File: src/rtl/quad_decoder_counter_8bit.sv
// Quadrature front end: synchronises and glitch-filters two encoder phases,
// decodes Gray-code steps into step/dir pulses, keeps a wrapping count and flags double-phase jumps.
module quad_decoder_counter_8bit #(
    parameter int WIDTH       = 8,
    parameter int SYNC_STAGES = 2,
    parameter int FILTER_LEN  = 3
) (
    input  logic             clock,
    input  logic             reset,
    input  logic             quad_a,
    input  logic             quad_b,
    input  logic             enable,
    input  logic             clear,
    input  logic             err_clr,
    output logic             step_o,
    output logic             dir_o,
    output logic [WIDTH-1:0] count_o,
    output logic             err_o
);

    // Run and stability counters only need to reach FILTER_LEN-1.
    localparam int RW = (FILTER_LEN > 1) ? $clog2(FILTER_LEN) : 1;
    localparam logic [RW-1:0] RUN_LAST = RW'(FILTER_LEN - 1);

    logic [SYNC_STAGES-1:0][1:0] sync_q;
    logic [SYNC_STAGES-1:0]      valid_q;
    logic [1:0]                  ph;
    logic [1:0]                  filt_q, filt_d;
    logic [1:0][RW-1:0]          run_q, run_d;
    logic [RW-1:0]               stab_q, stab_d;
    logic                        primed_q, primed_d;
    logic [1:0]                  prev_q, prev_d;
    logic                        step_q, step_d;
    logic                        dir_q, dir_d;
    logic                        err_q, err_d;
    logic [WIDTH-1:0]            count_q, count_d;
    logic                        illegal, legal, up, adv;

    // Bit 1 carries phase A, bit 0 phase B.
    assign ph = sync_q[SYNC_STAGES-1];

    always_comb begin
        filt_d = filt_q;
        run_d  = '0;
        for (int i = 0; i < 2; i++) begin
            if (ph[i] != filt_q[i]) begin
                if (run_q[i] == RUN_LAST) begin
                    filt_d[i] = ph[i];
                end else begin
                    run_d[i] = run_q[i] + RW'(1);
                end
            end
        end
    end

    // Priming waits for the synchroniser to fill, so reset-time zeros never count as stable.
    always_comb begin
        stab_d   = '0;
        primed_d = primed_q;
        prev_d   = prev_q;
        if (!primed_q) begin
            if (valid_q[SYNC_STAGES-1] && (ph == filt_q)) begin
                if (stab_q == RUN_LAST) begin
                    primed_d = 1'b1;
                    prev_d   = filt_q;
                end else begin
                    stab_d = stab_q + RW'(1);
                end
            end
        end else begin
            prev_d = filt_q;
        end
    end

    assign illegal = primed_q && ((filt_q ^ prev_q) == 2'b11);
    assign legal   = primed_q && ((filt_q[1] ^ prev_q[1]) != (filt_q[0] ^ prev_q[0]));
    assign up      = prev_q[0] ^ filt_q[1];
    assign adv     = legal && enable;

    always_comb begin
        step_d  = adv;
        dir_d   = adv ? up : dir_q;
        count_d = count_q;
        if (adv) begin
            count_d = up ? count_q + WIDTH'(1) : count_q - WIDTH'(1);
        end
        if (clear) begin
            count_d = '0;
        end
        err_d = err_q;
        if (illegal) begin
            err_d = 1'b1;
        end else if (err_clr) begin
            err_d = 1'b0;
        end
    end

    always_ff @(posedge clock) begin
        if (!reset) begin
            sync_q   <= '0;
            valid_q  <= '0;
            filt_q   <= '0;
            run_q    <= '0;
            stab_q   <= '0;
            primed_q <= 1'b0;
            prev_q   <= '0;
            step_q   <= 1'b0;
            dir_q    <= 1'b0;
            err_q    <= 1'b0;
            count_q  <= '0;
        end else begin
            sync_q   <= {sync_q[SYNC_STAGES-2:0], {quad_a, quad_b}};
            valid_q  <= {valid_q[SYNC_STAGES-2:0], 1'b1};
            filt_q   <= filt_d;
            run_q    <= run_d;
            stab_q   <= stab_d;
            primed_q <= primed_d;
            prev_q   <= prev_d;
            step_q   <= step_d;
            dir_q    <= dir_d;
            err_q    <= err_d;
            count_q  <= count_d;
        end
    end

    assign step_o  = step_q;
    assign dir_o   = dir_q;
    assign count_o = count_q;
    assign err_o   = err_q;

endmodule
File: config.mk
export PLATFORM = sky130hd
export DESIGN_NAME = quad_decoder_counter_8bit
export DESIGN_NICKNAME = d
export VERILOG_FILES = /design/src/rtl/quad_decoder_counter_8bit.sv
export SDC_FILE = /design/constraint.sdc
export NUM_CORES = 1
export LEC_CHECK = 0
export CORE_ASPECT_RATIO = 0.8
export CORE_MARGIN = 3
export CORE_UTILIZATION = 40
export DETAILED_ROUTE_END_ITERATION = 6
export PLACE_DENSITY = 0.66
export SKIP_LAST_GASP = 1
export SYNTH_ARGS = -nofsm -noshare
export SYNTH_HDL_FRONTEND = slang
export SYNTH_SLANG_ARGS = --single-unit
File: constraint.sdc
create_clock -name clock -period 3.7 [get_ports clock]
set_clock_uncertainty 0.2 [all_clocks]
set_input_delay 0.74 -clock clock [delete_from_list [all_inputs] [get_ports clock]]
set_output_delay 0.74 -clock clock [all_outputs]
set_load 0.02 [all_outputs]
* After elaboration in Yosys (flattened, before gate mapping)
Index checks and enable logic that the tools add are counted.
** Operators by class
- Reductions and logical operators :: 14
- Multiplexer cells :: 10
- Add/sub/neg operators :: 5
- Equality and inequality tests :: 8
- Bitwise logic cells :: 8
** Operator list (count)
- 8-bit by 1-bit adder with 8-bit output, second input constant :: 1
- 2-bit equality test, second input constant :: 4
- 8-bit two-way mux :: 1
- 8-bit by 1-bit subtractor with 8-bit output, second input constant :: 1
- 2-bit by 1-bit adder with 2-bit output, second input constant :: 3
- 1-bit two-way mux :: 6
- 2-bit two-way mux :: 3
- 2-bit AND reduction :: 3
- 2-bit nonzero test :: 3
- 3-bit OR reduction :: 2
- 1-bit logical AND :: 4
- 1-bit NOT :: 4
- 4-bit OR reduction :: 1
- 1-bit != test :: 3
- 1-bit XOR :: 3
- 2-bit equality test :: 1
- 2-bit OR reduction :: 1
- 2-bit XOR :: 1
** Word-level totals
- Bits of input ports :: 7
- Register bits :: 28
- Output and inout bits :: 11
- Logic and storage cells :: 60

* Logic depth before layout (Yosys ltp)
- Word-level depth :: 4
- Gate-level depth with buffers :: 8
- Gate-level depth less buffers :: 7

* Worst setup path after synthesis
OpenSTA, ideal clock, no wires.
- Path kind :: reg-to-reg
- Start :: register filt_q[1]
- End :: register count_q[6] (netlist: count_o[6])
- Setup slack :: 1507 ps
- Stages on the path, launching flop included :: 8
- Library setup time :: 72 ps
- Clock period less this slack :: 2193 ps
- Data arrival time :: 1921 ps
- Required time :: 3428 ps
- Path buffers :: 1
- Cell sequence :: dfxtp_1 xor2_1 buf_6 xnor2_1 ha_1 or4b_1 a21oi_2 mux2i_1
** Between the ends
- Word-level cells in the longest chain between the ends :: 4
- Elaborated cells on any way between the ends :: 6
- Those cells by class :: 1 x eq/ne; 1 x mux; 2 x bitwise; 2 x reduce/logical
** RTL lines
- from (decl) :: line 28 : logic [1:0] filt_q, filt_d;
- from (signal assigned) :: line 114 : filt_q <= filt_d;
- 1-bit XOR :: line 76 : assign legal = primed_q && ((filt_q[1] ^ prev_q[1]) != (filt_q[0] ^ prev_q[0]));
- 1-bit != test :: line 76
- 1-bit logical AND :: line 76
- 1-bit logical AND :: line 78 : assign adv = legal && enable;
- to (signal assigned) :: line 122 : count_q <= count_d;
- to (decl) :: line 36 : logic [WIDTH-1:0] count_q, count_d;
Parallel ways exist; a longest one is shown, timed or not.
A chain may end at the register's enable or synchronous reset.

* Worst setup path in the final report
Same ends and word-level chain as after synthesis.

==> flow_metrics.py <==
metrics = {
    "status": {
        "status": "finished, final reports clean",
    },
    "routing": {
        "finalWirelength_um": 2229,
        "vias": 943,
        "drt_pass1_iterations": 4,
        "drc": 0,
        "vias_per_cell": 5.016,
        "drtAntennaViolNets": 0,
        "wl_per_cell_um": 11.86,
        "dr.first_iter.drc_count": 44,
    },
    "floorplanning": {
        "die_x_um": 68.72,
        "rows": 17,
        "core_um2": 2872,
        "die_h_um": 56.18,
        "start_util_pct": 43.83,
        "ios": 18,
        "dieArea_um2": 3860,
    },
    "synth": {
        "netlist_instances": 134,
        "synth-xor-area-share_pct": 4.871,
        "netlist_area_um2": 1259,
        "syn_avg_cell_area_um2": 9.393,
        "synth_compound_area_share_pct": 5.567,
        "yosys_warnings": 0,
        "synth_simple_gate_area_share_pct": 26.64,
        "synth-edff-count": 0,
        "synth_fp_nets": 146,
        "synth.area.top_cells": "dfxtp_1, mux2i_1, ha_1",
        "synthMuxAreaShare_pct": 7.952,
        "synthFlopType": "dfxtp_1",
        "synth_top_family_by_area": "simple AND/OR/NAND/NOR gates",
        "synth-seq-cells": 28,
        "synth_top_cell_by_area": "dfxtp_1",
        "synth_cell_types": 31,
        "synth_top_area_share_pct": 44.53,
        "yosysSeqAreaShare_pct": 44.53,
        "ys_async_sr_fraction_pct": 0,
        "synthAdderAreaFrac_pct": 4.970,
    },
    "layout": {
        "area_growth_pct": 18.69,
        "layout-drive-gt1-share_pct": 8.667,
        "nets": 163,
        "final_cell_mix": "dfxtp_1, clkdlybuf4s50_1, nor2_1",
        "final_common_cell": "dfxtp_1",
        "fin_area_um2": 1494,
        "num_antenna_cells": 0,
    },
    "global_routing": {
        "grt_pass1_vias": 808,
        "busiest_layer": "met1",
        "grt_max_degree": 17,
        "grt_pass1_wl_um": 3732,
        "grt.met2_usage_pct": 16.87,
        "use_met3_pct": 4.848,
        "antenna_found_initial": 0,
        "grt_use_met1_pct": 19.36,
        "gr-usage-all-layers_pct": 12.62,
        "overflow": 0,
    },
    "timing": {
        "min_period_over_period_pct": 73.20,
        "final_hold_viol_count": 0,
        "rsz0062_at_grt": "false",
        "setup_violations": 0,
        "slew_headroom_pct": 43.81,
        "fin_tns_setup_ps": 0,
        "period_minus_slack_ps": 2709,
        "fmax_mhz": 369.2,
        "whs_ps": 215.0,
        "worst_pin_slew_ps": 840.0,
        "finalMaxSlewViolations": 0,
    },
    "cts": {
        "clk_pin_slew_ps": 90,
        "root_buffer": "clkbuf_8",
        "numCtsBuffers": 3,
        "cts_setup_buffers": 0,
        "cts-hold-fix-buffers": 0,
        "cts.repair.resized": 0,
        "clk_latency_ps": 270,
        "clock-sinks": 28,
        "clk_path_buf_depth": 2,
        "htreeDepth": 1,
        "cts_tree": "done",
    },
    "flow_run": {
        "drv_cap": 0,
    },
    "place": {
        "io_buffers": 17,
        "place_area_um2": 1423,
        "place.gp.congestion": 0.7759,
        "hpwl_um": 1690,
    },
    "worst_setup_path": {
        "cp-end-kind": "register",
        "start_kind": "register",
        "crit_slowest_cell": "xor2_1",
        "crit_chain": "xor2_1, xnor2_1, ha_1, or4b_1, a21oi_2, mux2i_1",
        "crit_fanout": 13,
        "required_ps": 3700,
        "cpPeakStageDelay_ps": 700,
        "worstPathArrival_ps": 2710,
        "critPathKind": "register to register",
    },
    "power": {
        "leakage_nw": 0.6028,
        "p_per_area_nw_per_um2": 377.0,
        "ir_worst_vdd_v": 0.0002331,
    },
    "hold_path": {
        "worstHoldPathType": "register to register",
    },
}
where the power goes:
group | leakage, nW | internal, mW | switching (mW) | total, mW
registers | 0.227 | 0.306 | 0.00196 | 0.308
logic | 0.340 | 0.0111 | 0.00935 | 0.0205
clock network | 0.0357 | 0.145 | 0.0904 | 0.235
total | 0.603 | 0.461 | 0.102 | 0.563
cell families (layout without fill, tap and decap cells):
logic type / count (synthesis) / after routing
multiplexers: 10 / 10
XOR/XNOR: 7 / 7
buffers and inverters: 9 / 25
adder cells (fa/ha/maj): 5 / 5
AND/OR/NAND/NOR: 62 / 62
AO/OA/AOI/OAI: 13 / 13
flip-flops: 28 / 28
Yosys cell counts (3+ instances only):
cell type,n
or3_1,3
xnor2_1,3
and2_1,6
and3_1,4
o21ai_0,3
xor2_1,4
nand3_1,4
a21oi_1,8
or2_2,5
mux2i_1,10
inv_1,4
nand2_1,10
nor2_1,15
ha_1,5
dfxtp_1,28
per-layer routing:
layer  vias up  routed length, um  share of wire [%]
li1        493                  -                  -
met2        30                940                 42
met3         2                166                7.4
met5         -                  0                  0
met4         0                 14               0.63
met1       418               1108                 50
cell type report:
class,count,area [um^2]
clock inverter,1,30.03
multi-input combinational,97,629.4
fill,257,1378
inverter,4,15.01
clock buffer,3,41.29
tap,38,47.55
timing repair buffer,17,170.2
sequential,28,560.5
sequential cells by signal, summed over array words and instances, names as in the netlist:
| register | cells |
|---|---|
| primed_q | 1 |
| prev_q | 2 |
| run_q | 4 |
| err_o | 1 |
| ph | 2 |
| stab_q | 2 |
| dir_o | 1 |
| valid_q | 2 |
| sync_q | 2 |
| count_o | 8 |
| step_o | 1 |
| filt_q | 2 |
stage by stage:
step | setup slack [ps] | cells | power [mW] | util, %
floorplan | 1507 | 134 | 0.3251 | -
detailed placement | 1007 | 184 | 0.3353 | 49.54
finish | 991.5 | 188 | 0.5632 | 52.03
CTS | 990.1 | 188 | 0.5720 | 52.03
global route | 819.0 | 188 | 0.5852 | 52.03
global placement | 1109 | 184 | 0.3345 | 49.54
critical path: cells and delay by family, from the launching register on:
kind                     cells  cell delay [ps]
flip-flops                   1              440
AO/OA/AOI/OAI                1              170
AND/OR/NAND/NOR              1              530
adder cells (fa/ha/maj)      1              260
XOR/XNOR                     2              830
multiplexers                 1              200
path summary, 6_finish.rpt:
kind	startpoint	to	slack (ps)	cells past startpoint
max	filt_q[1]	count_o[6]	990	6
min	stab_q[0]	stab_q[0]	210	1
max reg2reg	filt_q[1]	count_o[6]	990	6
min reg2reg	stab_q[0]	stab_q[0]	210	1
Note: power is estimated with default switching activity, not from simulation.
